===== src/rtl/bank_queue_pkg.sv =====
// Shared types and width helpers for the bank queue controller.
// Contents:
//   div_state_e - wait-time divider control states
//   cnt_width   - width of the customer count
//   tel_width   - width of the teller count
//   num_width   - width of the wait-time numerator / quotient
package bank_queue_pkg;

    typedef enum logic [1:0] {
        IDLE = 2'd0,
        CALC = 2'd1,
        DONE = 2'd2
    } div_state_e;

    function automatic int cnt_width(input int max_people);
        return $clog2(max_people + 1);
    endfunction

    function automatic int tel_width(input int max_tellers);
        return $clog2(max_tellers + 1);
    endfunction

    // Largest numerator is SERVICE_TIME*(MAX_PEOPLE+MAX_TELLERS-1).
    function automatic int num_width(input int service_time, input int max_people,
                                     input int max_tellers);
        return $clog2(service_time * (max_people + max_tellers - 1) + 1);
    endfunction

endpackage


===== src/rtl/bank_queue_ctrl_if.sv =====
// Sensor, teller and status bundle of the bank queue controller.
// Signals:
//   sens_a, sens_b - entry / exit photo sensors (idle high, asynchronous)
//   tcount         - active teller count (quasi-static)
//   err_clr        - one-cycle pulse clearing the sticky errors
//   pcount, empty_flag, full_flag, ovf_err, udf_err - queue status
//   wtime, wt_valid, no_teller - wait-time estimate and its qualifiers
// Modports: slave = controller side, master = sensor/display side.
interface bank_queue_ctrl_if
    import bank_queue_pkg::*;
#(
    parameter int MAX_PEOPLE   = 7,
    parameter int MAX_TELLERS  = 3,
    parameter int SERVICE_TIME = 3
) ();
    localparam int CNT_W = cnt_width(MAX_PEOPLE);
    localparam int TEL_W = tel_width(MAX_TELLERS);
    localparam int NUM_W = num_width(SERVICE_TIME, MAX_PEOPLE, MAX_TELLERS);

    logic             sens_a;
    logic             sens_b;
    logic [TEL_W-1:0] tcount;
    logic             err_clr;
    logic [CNT_W-1:0] pcount;
    logic             empty_flag;
    logic             full_flag;
    logic             ovf_err;
    logic             udf_err;
    logic [NUM_W-1:0] wtime;
    logic             wt_valid;
    logic             no_teller;

    modport slave (
        input  sens_a, sens_b, tcount, err_clr,
        output pcount, empty_flag, full_flag, ovf_err, udf_err, wtime, wt_valid, no_teller
    );

    modport master (
        output sens_a, sens_b, tcount, err_clr,
        input  pcount, empty_flag, full_flag, ovf_err, udf_err, wtime, wt_valid, no_teller
    );
endinterface


===== src/rtl/bank_queue_ctrl_seq_divider.sv =====
// Restoring unsigned divider, one quotient bit per cycle, W cycles per divide.
// Ports:
//   clk, reset - clock, synchronous active-high reset (control only)
//   start_i    - load operands and (re)start; re-asserting aborts a divide
//   dividend_i, divisor_i - operands, sampled on start_i
//   busy_o     - a divide is in progress
//   done_o     - the final quotient bit is produced on this clock edge
//   quotient_o - quotient; final on the cycle after done_o
module seq_divider #(
    parameter int W = 8
) (
    input  logic         clk,
    input  logic         reset,
    input  logic         start_i,
    input  logic [W-1:0] dividend_i,
    input  logic [W-1:0] divisor_i,
    output logic         busy_o,
    output logic         done_o,
    output logic [W-1:0] quotient_o
);
    localparam int CW = $clog2(W + 1);

    logic [CW-1:0] cnt_q;
    logic          busy_q;
    logic [W:0]    rem_q,  rem_d;
    logic [W-1:0]  quo_q,  quo_d;
    logic [W-1:0]  div_q;
    logic [W+1:0]  rem_sh;
    logic [W:0]    quo_ext;
    logic          ge;

    // Shift the next dividend bit into the partial remainder and subtract if it fits.
    always_comb begin
        rem_sh  = {rem_q, quo_q[W-1]};
        ge      = (rem_sh >= {2'b00, div_q});
        rem_d   = ge ? (rem_sh[W:0] - {1'b0, div_q}) : rem_sh[W:0];
        quo_ext = {quo_q, ge};
        quo_d   = quo_ext[W-1:0];
    end

    always_ff @(posedge clk) begin
        if (reset) begin
            busy_q <= 1'b0;
            cnt_q  <= '0;
        end else if (start_i) begin
            busy_q <= 1'b1;
            cnt_q  <= CW'(W);
        end else if (busy_q) begin
            busy_q <= (cnt_q != CW'(1));
            cnt_q  <= cnt_q - CW'(1);
        end
    end

    always_ff @(posedge clk) begin
        if (start_i) begin
            rem_q <= '0;
            quo_q <= dividend_i;
            div_q <= divisor_i;
        end else if (busy_q) begin
            rem_q <= rem_d;
            quo_q <= quo_d;
        end
    end

    assign busy_o     = busy_q;
    assign done_o     = busy_q && (cnt_q == CW'(1));
    assign quotient_o = quo_q;
endmodule


===== src/rtl/bank_queue_ctrl.sv =====
// Single-queue, multi-teller customer manager.
// Counts customers from entry/exit sensor falling edges, flags empty/full,
// keeps sticky overflow/underflow errors and estimates the wait time
// wtime = SERVICE_TIME*(pcount+teff-1)/teff with a multi-cycle divider.
// Ports:
//   clk   - system clock, rising edge
//   reset - synchronous, active-high
//   bus   - bank_queue_ctrl_if.slave (sensors, tellers, status outputs)
module bank_queue_ctrl
    import bank_queue_pkg::*;
#(
    parameter int MAX_PEOPLE   = 7,
    parameter int MAX_TELLERS  = 3,
    parameter int SERVICE_TIME = 3
) (
    input  logic            clk,
    input  logic            reset,
    bank_queue_ctrl_if.slave bus
);
    localparam int CNT_W = cnt_width(MAX_PEOPLE);
    localparam int TEL_W = tel_width(MAX_TELLERS);
    localparam int NUM_W = num_width(SERVICE_TIME, MAX_PEOPLE, MAX_TELLERS);
    localparam logic [CNT_W-1:0] MAX_CNT = CNT_W'(MAX_PEOPLE);
    localparam logic [TEL_W-1:0] MAX_TEL = TEL_W'(MAX_TELLERS);

    // Sensor path, bit 0 = entry, bit 1 = exit. Preset high so reset never
    // produces a falling edge.
    logic [1:0] sens_raw, sync1_q, sync2_q, hist_q, evt;
    assign sens_raw = {bus.sens_b, bus.sens_a};

    always_ff @(posedge clk) begin
        if (reset) begin
            sync1_q <= '1;
            sync2_q <= '1;
            hist_q  <= '1;
        end else begin
            sync1_q <= sens_raw;
            sync2_q <= sync1_q;
            hist_q  <= sync2_q;
        end
    end

    assign evt = hist_q & ~sync2_q;

    // Customer count and flags
    logic [CNT_W-1:0] pcount_q, pcount_d;
    logic             empty_q, full_q, ovf_q, udf_q, ovf_d, udf_d;
    logic             ovf_set, udf_set;

    always_comb begin
        pcount_d = pcount_q;
        ovf_set  = 1'b0;
        udf_set  = 1'b0;
        case (evt)
            2'b01: begin
                if (pcount_q == MAX_CNT) ovf_set  = 1'b1;
                else                     pcount_d = pcount_q + CNT_W'(1);
            end
            2'b10: begin
                if (pcount_q == '0) udf_set  = 1'b1;
                else                pcount_d = pcount_q - CNT_W'(1);
            end
            default: ;
        endcase
        // A new error outranks a simultaneous clear.
        ovf_d = ovf_set | (ovf_q & ~bus.err_clr);
        udf_d = udf_set | (udf_q & ~bus.err_clr);
    end

    always_ff @(posedge clk) begin
        if (reset) begin
            pcount_q <= '0;
            empty_q  <= 1'b1;
            full_q   <= 1'b0;
            ovf_q    <= 1'b0;
            udf_q    <= 1'b0;
        end else begin
            pcount_q <= pcount_d;
            empty_q  <= (pcount_d == '0);
            full_q   <= (pcount_d == MAX_CNT);
            ovf_q    <= ovf_d;
            udf_q    <= udf_d;
        end
    end

    // Wait-time estimate
    logic [TEL_W-1:0] teff, lat_t_q;
    logic [CNT_W-1:0] lat_p_q;
    logic [NUM_W-1:0] wtime_q, numer, divisor, quotient;
    logic             wt_valid_q, shortcut, mismatch, load, wt_write;
    logic             div_busy, div_done;
    div_state_e       state_q, state_d;

    assign teff     = (bus.tcount > MAX_TEL) ? MAX_TEL : bus.tcount;
    assign shortcut = (pcount_q == '0) || (teff == '0);
    assign mismatch = ({pcount_q, teff} != {lat_p_q, lat_t_q});
    assign numer    = NUM_W'(SERVICE_TIME * (32'(pcount_q) + 32'(teff) - 1));
    assign divisor  = NUM_W'(teff);

    always_ff @(posedge clk) begin
        if (reset) state_q <= IDLE;
        else       state_q <= state_d;
    end

    // Any operand change relatches and restarts, whatever the state.
    always_comb begin
        state_d = state_q;
        if (shortcut)      state_d = IDLE;
        else if (mismatch) state_d = CALC;
        else begin
            case (state_q)
                CALC:    if (div_busy && div_done) state_d = DONE;
                DONE:    state_d = IDLE;
                default: state_d = IDLE;
            endcase
        end
    end

    always_comb begin
        load     = !shortcut && mismatch;
        wt_write = !shortcut && !mismatch && (state_q == DONE);
    end

    always_ff @(posedge clk) begin
        if (reset) begin
            lat_p_q    <= '0;
            lat_t_q    <= '0;
            wtime_q    <= '0;
            wt_valid_q <= 1'b1;
        end else if (shortcut) begin
            // Track operands so a later return to them still triggers a divide.
            lat_p_q    <= pcount_q;
            lat_t_q    <= teff;
            wtime_q    <= (pcount_q == '0) ? '0 : '1;
            wt_valid_q <= 1'b1;
        end else if (load) begin
            lat_p_q    <= pcount_q;
            lat_t_q    <= teff;
            wt_valid_q <= 1'b0;
        end else if (wt_write) begin
            wtime_q    <= quotient;
            wt_valid_q <= 1'b1;
        end
    end

    seq_divider #(.W(NUM_W)) u_div (
        .clk        (clk),
        .reset      (reset),
        .start_i    (load),
        .dividend_i (numer),
        .divisor_i  (divisor),
        .busy_o     (div_busy),
        .done_o     (div_done),
        .quotient_o (quotient)
    );

    assign bus.pcount     = pcount_q;
    assign bus.empty_flag = empty_q;
    assign bus.full_flag  = full_q;
    assign bus.ovf_err    = ovf_q;
    assign bus.udf_err    = udf_q;
    assign bus.wtime      = wtime_q;
    assign bus.wt_valid   = wt_valid_q;
    assign bus.no_teller  = (teff == '0);
endmodule


===== src/flat_wrapper.sv =====
// flat-port wrapper written by rule: the top's interface ports become plain ports
module bank_queue_ctrl_flat import bank_queue_pkg::*;
#(
    parameter int MAX_PEOPLE   = 7,
    parameter int MAX_TELLERS  = 3,
    parameter int SERVICE_TIME = 3
)
  (clk, reset, bus_sens_a, bus_sens_b, bus_tcount, bus_err_clr, bus_pcount, bus_empty_flag, bus_full_flag, bus_ovf_err, bus_udf_err, bus_wtime, bus_wt_valid, bus_no_teller);
  bank_queue_ctrl_if #(.MAX_PEOPLE(MAX_PEOPLE), .MAX_TELLERS(MAX_TELLERS), .SERVICE_TIME(SERVICE_TIME)) bus_i ();
  input  logic clk;
  input  logic reset;
  input wire logic [$bits(bus_i.sens_a)-1:0] bus_sens_a;
  input wire logic [$bits(bus_i.sens_b)-1:0] bus_sens_b;
  input wire logic [$bits(bus_i.tcount)-1:0] bus_tcount;
  input wire logic [$bits(bus_i.err_clr)-1:0] bus_err_clr;
  output wire logic [$bits(bus_i.pcount)-1:0] bus_pcount;
  output wire logic [$bits(bus_i.empty_flag)-1:0] bus_empty_flag;
  output wire logic [$bits(bus_i.full_flag)-1:0] bus_full_flag;
  output wire logic [$bits(bus_i.ovf_err)-1:0] bus_ovf_err;
  output wire logic [$bits(bus_i.udf_err)-1:0] bus_udf_err;
  output wire logic [$bits(bus_i.wtime)-1:0] bus_wtime;
  output wire logic [$bits(bus_i.wt_valid)-1:0] bus_wt_valid;
  output wire logic [$bits(bus_i.no_teller)-1:0] bus_no_teller;
  assign bus_i.sens_a = bus_sens_a;
  assign bus_i.sens_b = bus_sens_b;
  assign bus_i.tcount = bus_tcount;
  assign bus_i.err_clr = bus_err_clr;
  assign bus_pcount = bus_i.pcount;
  assign bus_empty_flag = bus_i.empty_flag;
  assign bus_full_flag = bus_i.full_flag;
  assign bus_ovf_err = bus_i.ovf_err;
  assign bus_udf_err = bus_i.udf_err;
  assign bus_wtime = bus_i.wtime;
  assign bus_wt_valid = bus_i.wt_valid;
  assign bus_no_teller = bus_i.no_teller;
  bank_queue_ctrl #(.MAX_PEOPLE(MAX_PEOPLE), .MAX_TELLERS(MAX_TELLERS), .SERVICE_TIME(SERVICE_TIME)) u_core (.clk(clk), .reset(reset), .bus(bus_i));
endmodule

===== config.mk =====
export PLATFORM = sky130hd
export DESIGN_NAME = bank_queue_ctrl_flat
export DESIGN_NICKNAME = d
export VERILOG_FILES = /design/src/rtl/bank_queue_pkg.sv /design/src/rtl/bank_queue_ctrl_if.sv /design/src/rtl/bank_queue_ctrl_seq_divider.sv /design/src/rtl/bank_queue_ctrl.sv /design/src/flat_wrapper.sv
export SDC_FILE = /design/constraint.sdc
export NUM_CORES = 1
export LEC_CHECK = 0
export BUFFER_PORTS_ARGS = -buffer_cell sky130_fd_sc_hd__buf_2
export CAP_MARGIN = 30
export CORE_MARGIN = 2
export CORE_UTILIZATION = 27
export DETAILED_ROUTE_END_ITERATION = 8
export GPL_TIMING_DRIVEN = 0
export PLACE_DENSITY = 0.49
export SYNTH_ARGS = -nofsm -noshare
export SYNTH_HDL_FRONTEND = slang
export SYNTH_HIERARCHICAL = 1
export SYNTH_SLANG_ARGS = --single-unit

===== constraint.sdc =====
create_clock -name clk -period 7.5 [get_ports clk]
set_clock_uncertainty 0.15 [all_clocks]
set_input_delay 1.5 -clock clk [delete_from_list [all_inputs] [get_ports clk]]
set_output_delay 1.5 -clock clk [all_outputs]
set_load 0.02 [all_outputs]

Word-level counts from Yosys, hierarchy flattened
Index checks and enable logic that the tools add are counted.

Flip-flop bits (word level): 43.

$add $sub $neg: 6. Multiply operators: 1. Order comparisons: 2. Equality and inequality tests: 11. Mux-type cells: 28. Bitwise gates (word level): 8. Reduce and logical (&&, ||, !) cells: 19.

Operators by type and width (count): multiplier 2 x 32 -> 5 bit, first input constant (1); subtractor 32 x 1 -> 32 bit, second input constant (1); 2-to-1 mux 5 bit (6); 2-to-1 mux 3 bit (6); 2-to-1 mux 1 bit (11); nonzero test 2 bit (4); >= comparator 7 x 2 -> 1 bit (1); equality test 3 bit, second input constant (2); zero test 3 bit (2); 2-to-1 mux 2 bit (3); 2-to-1 mux 6 bit (1); != test 3 x 1 -> 1 bit, second input constant (2); case mux 3 bit (2 select lines) (1); subtractor 3 x 1 -> 3 bit, second input constant (2); subtractor 6 x 2 -> 6 bit (1); logical AND 1 bit (5); != test 5 bit (1); adder 3 x 2 -> 4 bit (1); equality test 2 x 1 -> 1 bit, second input constant (2); equality test 2 bit, second input constant (2); OR reduction 2 bit (2); OR reduction 4 bit (1); adder 3 x 1 -> 3 bit, second input constant (1); equality test 3 x 1 -> 1 bit, second input constant (1); other kinds (11) (15).

Depth between registers and ports, before layout
Gate-level depths: netlist (run 1).

Depth after elaboration: 10. Mapped depth: 13. Depth with buffers taken out: 13.

By module
The synthesis (run 1) kept the hierarchy.

Modules (own cells, without submodules): bank_queue_ctrl (times used 1, cells each 140, area each 1380.1 um2); seq_divider (times used 1, cells each 108, area each 1137.3 um2).

Least setup slack after synthesis (run 1)
No wires, ideal clock.

Path type: input-to-reg. Start point: input bus_tcount[1]. End point: register u_core.u_div.quo_q[4], in the netlist u_core/u_div/quotient_o[4], data pin. Library setup time: 0.260 ns. Data arrival time: 4.038 ns. Slack: 3.052 ns. Stages on the path: 13. Path buffers: 0. Cell sequence: inv_1 ha_1 inv_1 ha_1 inv_1 fa_1 ha_1 ha_1 fa_1 xnor2_1 xnor2_1 xnor2_1 mux2_2.

Elaborated cells between the ends (all ways): 11.

RTL lines: from (decl) (line flat_wrapper.sv:14) `input wire logic [$bits(bus_i.tcount)-1:0] bus_tcount;`; > comparator 2 bit (line bank_queue_ctrl.sv:94) `assign teff = (bus.tcount > MAX_TEL) ? MAX_TEL : bus.tcount;`; 2-to-1 mux 2 bit * (line bank_queue_ctrl.sv:94); adder 3 x 2 -> 4 bit * (line bank_queue_ctrl.sv:97) `assign numer = NUM_W'(SERVICE_TIME * (32'(pcount_q) + 32'(teff) - 1));`; subtractor 32 x 1 -> 32 bit * (line bank_queue_ctrl.sv:97); multiplier 2 x 32 -> 5 bit * (line bank_queue_ctrl.sv:97); named net u_core.numer[4] (line bank_queue_ctrl.sv:89) `logic [NUM_W-1:0] wtime_q, numer, divisor, quotient;`; 2-to-1 mux 5 bit * (line bank_queue_ctrl_seq_divider.sv:55) `if (start_i) begin`; to (signal assigned) (line bank_queue_ctrl_seq_divider.sv:57) `quo_q <= dividend_i;`; to (signal assigned) (line bank_queue_ctrl_seq_divider.sv:61) `quo_q <= quo_d;`; to (decl) (line bank_queue_ctrl_seq_divider.sv:26) `logic [W-1:0] quo_q, quo_d;`.

Mark *: on every way through the listed nets, which the timed path passes. The rest lies on a longest branch. A chain may end at the register's enable or synchronous reset.

Worst setup path in the final report (run 1)
Ends and elaborated chain as after synthesis.

==> reports/qor.txt, run 1 <==
status: finished, final reports clean
Tcrit/Tclk final: 0.592
largest net degree at the start of global routing: 16
post-synthesis instance area: 2520 sq um
#FFs+latches synth: 46
leakage power: 1.17 nW
io pins: 21
die height: 101 um
clock root buffer: clkbuf_8
number of synthesized flops with an enable pin: 10
share of layout cells above drive strength 1: 0.191
switch share: 0.323
routed len/inst: 12.3 um
DRT Pass-1 Iters: 4
reported max-cap violation count: 0
CTS tree: yes
critical path peak fanout: 5
DP HPWL: 3.71 mm
fin area: 2850 sq um
GPL Wtd Cong: 0.714
initial antenna violation count: 0
Worst-path clk slew: 0.09 ns
Slew headroom: 0.367
pwr/cell area: 219 nW/um^2
Cell variety after synth: 54
Rows: 35
prevailing post-synth register cell: dfxtp_1
Max Clock Freq: 225 MHz
max-slew violations: 0
final hold vios: 0
die area: 10,100 sq um
Gate power share: 0.300
sw power: 202 uW
Post-CTS Setup Inserts: 0
vias per cell: 4.47
clock latency on the worst-skew pair: 0.29 ns
sequential share of power: 0.459
gr ovfl total: 0
dpl ws: 2.70 ns
vias in the first global route: 1,746
CP required: 7.40 ns
RSZ-0062 raised after global routing: false
H-tree Lvls: 2
Least-Margin Pin Slew: 0.946 ns
Async S/R FF share, synth: 0
Final TNS setup: 0 ns
Min Clock Period, post-route: 4.44 ns
first-pass GRT wire length: 8.43 mm
DRT iter0 DRCs: 71
arrival time worst endpoint: 4.34 ns
Sink Count: 46
total track usage: 0.105
Synth Warn #: 6
synth-to-layout area growth: 13.4%
maximum vdd drop: 0.0752 mV
Port Buf Inserts: 20
Placed Area: 2760 sq um
crit end category: register
crit-path cells: buf_2 > inv_1 > ha_1 > inv_1 > ha_1 > inv_1 > fa_1 > ha_1 > ha_1 > fa_1 > xnor2_1 > xnor2_1 > xnor2_1 > mux2_2
Inserted Clock Buffers: 5
Clk pwr share: 0.241
worst hold path class: register to register
maximum clock insertion buffer count: 2
Initial Util: 0.275
Buf/Inv on CP: 4
core area: 9150 sq um
worst setup margin: 3.06 ns
post-synthesis cell count: 248
Seq/Total Area, Yosys: 0.406
# DRC: 0
setup slack, reg-to-reg: 3.88 ns
Final ANT Viol Nets: 0
Int Power: 424 uW
Setup-failing EPs final: 0
CP max-delay cell: fa_1
Crit path largest cell delay: 0.46 ns
# hold bufs at CTS: 0
DIE WIDTH: 101 um
post-CTS sizing: 0
kind of cell adding the most delay to the critical path: adder cells
fillers: 967
diode count: 0
cell repeated most along the worst path: ha_1
NumNets Final: 309
vias: 1,738
Post-Syn Area per Cell: 10.2 sq um
type of the worst setup path: input port to register
Routed WL: 4.77 mm
critical path launch point type: input port
==> kinds of logic after synthesis <==
family,synth area share
mux,0.0462
buf+inv,0.0482
compound gates,0.147
simple gates,0.167
xor+xnor,0.0482
fa+ha+maj,0.136
other cells,0.00149
flops,0.406
==> sequential cells by signal, summed over array words and instances, names as in the netlist, 2 cells and up <==
register and count:
u_core/u_div/rem_q 6, u_core/sync2_q 2, u_core/sync1_q 2, u_core/u_div/quotient_o 5, u_core/u_div/cnt_q 3, u_core/bus.wtime 5, u_core/bus.pcount 3, u_core/state_q 2
u_core/hist_q 2, u_core/lat_p_q 3, u_core/lat_t_q 2, u_core/u_div/div_q 5
==> final timing paths <==
check | depth (start not counted) | endpoint | start
worst max register to register | 13 | u_core/u_div/quotient_o[4] | u_core/bus.pcount[1]
worst min register to register | 1 | u_core/sync2_q[1] | u_core/sync1_q[1]
worst min-delay path | 1 | u_core/sync2_q[1] | u_core/sync1_q[1]
worst max-delay path | 14 | u_core/u_div/quotient_o[4] | bus_tcount[1]
==> per-stage QoR <==
stage | instances | total power [mW] | utilization | hold slack [ns]
final | 389 | 0.625 | 0.312 | 0.264
after global routing | 389 | 0.675 | 0.312 | 0.285
after CTS | 389 | 0.637 | 0.312 | 0.266
after detailed placement | 381 | 0.483 | 0.302 | 0.242
after global placement | 381 | 0.481 | 0.302 | 0.246
after floorplan | 250 | 0.445 | - | 0.239
==> area by class of cell <==
cell class | instances | area (sq um) | area share
Clock inverter | 3 | 21.3 | 0.00745
Buffer | 5 | 27.5 | 0.00964
Tap cell | 111 | 139 | 0.0487
Sequential cell | 46 | 1020 | 0.358
Timing Repair Buffer | 20 | 100 | 0.0351
Multi-Input combinational cell | 174 | 1380 | 0.484
Clock buffer | 5 | 68.8 | 0.0241
Inverter | 25 | 93.8 | 0.0329
==> worst reg2reg max path: stages (launching register included) <==
cell     delay (ns)
dfxtp_1        0.41
inv_1          0.15
ha_1           0.30
inv_1          0.04
ha_1           0.18
inv_1          0.11
fa_1           0.46
ha_1           0.30
ha_1           0.21
fa_1           0.37
xnor2_1        0.19
xnor2_1        0.15
xnor2_1        0.09
mux2_2         0.26
==> cells in the mapped netlist (5+ instances only) <==
| master | n | area share |
|---|---|---|
| edfxtp_1 | 10 | 0.12 |
| or2_2 | 6 | 0.015 |
| xor2_1 | 7 | 0.024 |
| nor2_1 | 30 | 0.045 |
| o21ai_0 | 12 | 0.024 |
| dfxtp_1 | 36 | 0.29 |
| ha_1 | 21 | 0.10 |
| a21oi_1 | 8 | 0.016 |
| nand2b_1 | 11 | 0.027 |
| mux2_2 | 5 | 0.022 |
| inv_1 | 25 | 0.037 |
| xnor2_1 | 5 | 0.017 |
| mux2i_1 | 6 | 0.024 |
| nand2_1 | 8 | 0.012 |
==> power by group through the flow <==
stage | combinational (mW) | sequential [mW] | clock, mW
after global routing | 0.213 | 0.290 | 0.172
after detailed placement | 0.189 | 0.293 | 0
after floorplan | 0.155 | 0.290 | 0
final | 0.187 | 0.287 | 0.151
after global placement | 0.188 | 0.293 | 0
after CTS | 0.190 | 0.288 | 0.159
==> layer usage <==
layer | global-route usage | vias to the layer above | part of all wire
li1 | - | 902 | -
met2 | 0.162 | 25 | 0.44
met5 | 0 | - | 0
met3 | 0.0250 | 5 | 0.040
met1 | 0.146 | 806 | 0.51
met4 | 0.0285 | 0 | 0.010
==> cell usage in the layout, fill, tap and decap left out, types with 4 or more instances in the layout <==
cell type and instances:
ha_1 21, mux2i_1 6, xor2_1 7, o21ai_0 12, xnor2_1 5, inv_1 25
edfxtp_1 10, clkbuf_8 5, nand2b_1 11, buf_2 21, nand2_1 8, a21oi_1 8
or2_2 6, fa_1 4, nor2_1 30, dfxtp_1 36, mux2_2 5
No activity file was read; power rests on OpenSTA's default activity.
==> inputs of run 2 (changes only) <==
--- a/config.mk
+++ b/config.mk
@@ -5,6 +5,7 @@
 export SDC_FILE = /design/constraint.sdc
 export NUM_CORES = 1
 export LEC_CHECK = 0
+export ABC_AREA = 1
 export BUFFER_PORTS_ARGS = -buffer_cell sky130_fd_sc_hd__buf_2
 export CAP_MARGIN = 30
 export CORE_MARGIN = 2
==> constraint.sdc (replaced) <==
create_clock -name clk -period 4.2 [get_ports clk]
set_clock_uncertainty 0.15 [all_clocks]
set_input_delay 0.84 -clock clk [delete_from_list [all_inputs] [get_ports clk]]
set_output_delay 0.84 -clock clk [all_outputs]
set_load 0.02 [all_outputs]
==> run 2 against run 1 <==
Global-route usage fell by 0.089 points; first-iteration DRC count increased by 21%; clock power is 79% higher; clock-buffer cell count is the same; cell area increased by 2.5%; final cell count grew 23%; register-to-register slack got worse by 3.1 ns; synthesized cell count grew 29%; total power rose by 110%; via count up 16%; largest cell class unchanged.
==> reports/qor.txt, run 2 <==
status: finished, final reports clean
Initial Util: 0.278 (+0.00267)
critical path peak fanout: 4 (-1)
vias per cell: 4.20 (-6.0%)
final hold vios: 0 (unchanged)
maximum vdd drop: 0.162 mV (+120%)
H-tree Lvls: 2 (unchanged)
max reg flops: 6 (unchanged)
Synth Warn #: 6 (unchanged)
dpl ws: 0.292 ns (-2.41 ns)
reported max-cap violation count: 0 (unchanged)
# DRC: 0 (unchanged)
most frequent cells in the layout: 79 x nand2_1, 49 x inv_1, 36 x dfxtp_1
Yosys top cell area share: 0.281 (-0.00544)
Least-Margin Pin Slew: 0.833 ns (-0.113 ns)
diode count: 0 (unchanged)
Setup-failing EPs final: 0 (unchanged)
clock root buffer: clkbuf_8
count leader, synth: nand2_1
clock latency on the worst-skew pair: 0.29 ns (about the same)
Reg with most FFs: u_core/u_div/rem_q
Sink Count: 46 (unchanged)
RSZ-0062 raised after global routing: false
Tcrit/Tclk final: 0.848
#FFs+latches synth: 46 (unchanged)
number of synthesized flops with an enable pin: 10 (unchanged)
Final TNS setup: 0 ns (unchanged)
Routed WL: 4.85 mm (+1.7%)
total track usage: 0.104 (-0.000886)
first-pass GRT wire length: 8.53 mm (+1.2%)
post-synthesis cell count: 320 (+29%)
post-synthesis instance area: 2570 sq um (+1.9%)
# hold bufs at CTS: 0 (unchanged)
Async S/R FF share, synth: 0 (unchanged)
DP HPWL: 3.88 mm (+4.7%)
worst setup margin: 0.637 ns (-2.42 ns)
Max Clock Freq: 281 MHz
vias in the first global route: 1,899 (+8.8%)
Post-synth top cells: 79 x nand2_1, 49 x inv_1, 36 x dfxtp_1, 27 x nor2_1, 26 x nand3_1
NumNets Final: 381 (+23%)
Inserted Clock Buffers: 5 (unchanged)
vias: 2,012 (+16%)
Final ANT Viol Nets: 0 (unchanged)
Seq/Total Area, Yosys: 0.398 (-0.00771)
CP required: 4.11 ns (-3.29 ns)
Synth area leaders: dfxtp_1 28%, edfxtp_1 12%, nand2_1 12%
DRT Pass-1 Iters: 4 (unchanged)
critical path launch point type: input port
leakage power: 1.42 nW (+22%)
DRT iter0 DRCs: 86 (+21%)
setup slack, reg-to-reg: 0.80 ns (-3.08 ns)
Port Buf Inserts: 20 (unchanged)
max-slew violations: 0 (unchanged)
post-CTS sizing: 0 (unchanged)
Final Total Pwr: 1.31 mW (+110%)
gr ovfl total: 0 (unchanged)
GR peak layer: met2
met3 Use GR: 0.0235 (-0.00150)
most common cell after layout, fill and taps aside: nand2_1
die area: 10,300 sq um (+1.9%)
worst hold path class: register to register
largest area contributor in the netlist: dfxtp_1
initial antenna violation count: 0 (unchanged)
die height: 101 um (+0.92%)
Util after Layout: 0.317 (+0.00476)
prevailing post-synth register cell: dfxtp_1
crit end category: register
DIE WIDTH: 101 um (+0.92%)
io pins: 21 (unchanged)
maximum clock insertion buffer count: 2 (unchanged)
Post-Syn Area per Cell: 8.02 sq um (-21%)
Post-CTS Setup Inserts: 0 (unchanged)
Slew headroom: 0.440 (+0.0732)
Rows: 35 (unchanged)
Worst-path clk slew: 0.09 ns (about the same)
Min Clock Period, post-route: 3.56 ns
share of layout cells above drive strength 1: 0.166 (-0.0249)
pwr/cell area: 449 nW/um^2 (+100%)
synth-to-layout area growth: 14.0%
largest net degree at the start of global routing: 16 (unchanged)
GPL Wtd Cong: 0.731 (+2.3%)
arrival time worst endpoint: 3.47 ns (-0.87 ns)
type of the worst setup path: input port to register
met2 Use GR: 0.181 (+0.0187)
GRT met1 Usage: 0.130 (-0.0159)
CTS tree: yes
core area: 9240 sq um (+0.96%)
Cell variety after synth: 41 (-24%)
routed len/inst: 10.1 um (-17%)
## run 2: worst paths after layout
| kind | from | end | depth (start not counted) |
|---|---|---|---|
| max reg2reg | u_core/bus.pcount[1] | u_core/u_div/quotient_o[4] | 14 |
| min | u_core/sync1_q[0] | u_core/sync2_q[0] | 1 |
| min reg2reg | u_core/sync1_q[0] | u_core/sync2_q[0] | 1 |
| max | bus_tcount[1] | u_core/u_div/quotient_o[4] | 15 |
## run 2: per-stage QoR
stage	area, sq um	std cells	hold WS [ns]
4_1_cts	2930	479	0.270
3_5_place_dp	2840	471	0.246
3_3_place_gp	2840	471	0.241
2_1_floorplan	2570	322	0.239
5_1_grt	2930	479	0.284
6_report	2930	479	0.266
## run 2: layout make-up
type	instances	area, sq um
timing repair buffer	20	100
tap	129	161
multi-input combinational	215	1300
clock inverter	3	21.3
sequential	46	1020
clock buffer	5	68.8
fill	1017	6310
buffer	4	27.5
inverter	57	223
## run 2: power breakdown
group / switching [mW] / total, mW / internal, mW
Combinational: 0.304 / 0.492 / 0.189
Clock: 0.153 / 0.271 / 0.117
Sequential: 0.0371 / 0.551 / 0.514
## run 2: routing by layer
layer | vias up | wire length, um
met5 | - | 0
met4 | 0 | 48
met3 | 6 | 119
met2 | 20 | 2370
met1 | 933 | 2310
li1 | 1053 | -
## run 2: cell families after synthesis
logic type      share of synthesized area
fa+ha+maj                           0.134
flops                               0.398
compound gates                     0.0473
buf+inv                            0.0975
xor+xnor                           0.0268
simple gates                        0.295
other cells                       0.00146
## run 2: worst max-delay path, stage by stage
cell and delay (ns):
buf_2 0.13, inv_2 0.05, ha_1 0.27, inv_1 0.04
ha_1 0.18, inv_1 0.11, fa_1 0.46, ha_1 0.31
ha_1 0.21, fa_1 0.37, xnor2_1 0.19, xor2_1 0.16
inv_1 0.05, nand2_1 0.06, nand2_1 0.05
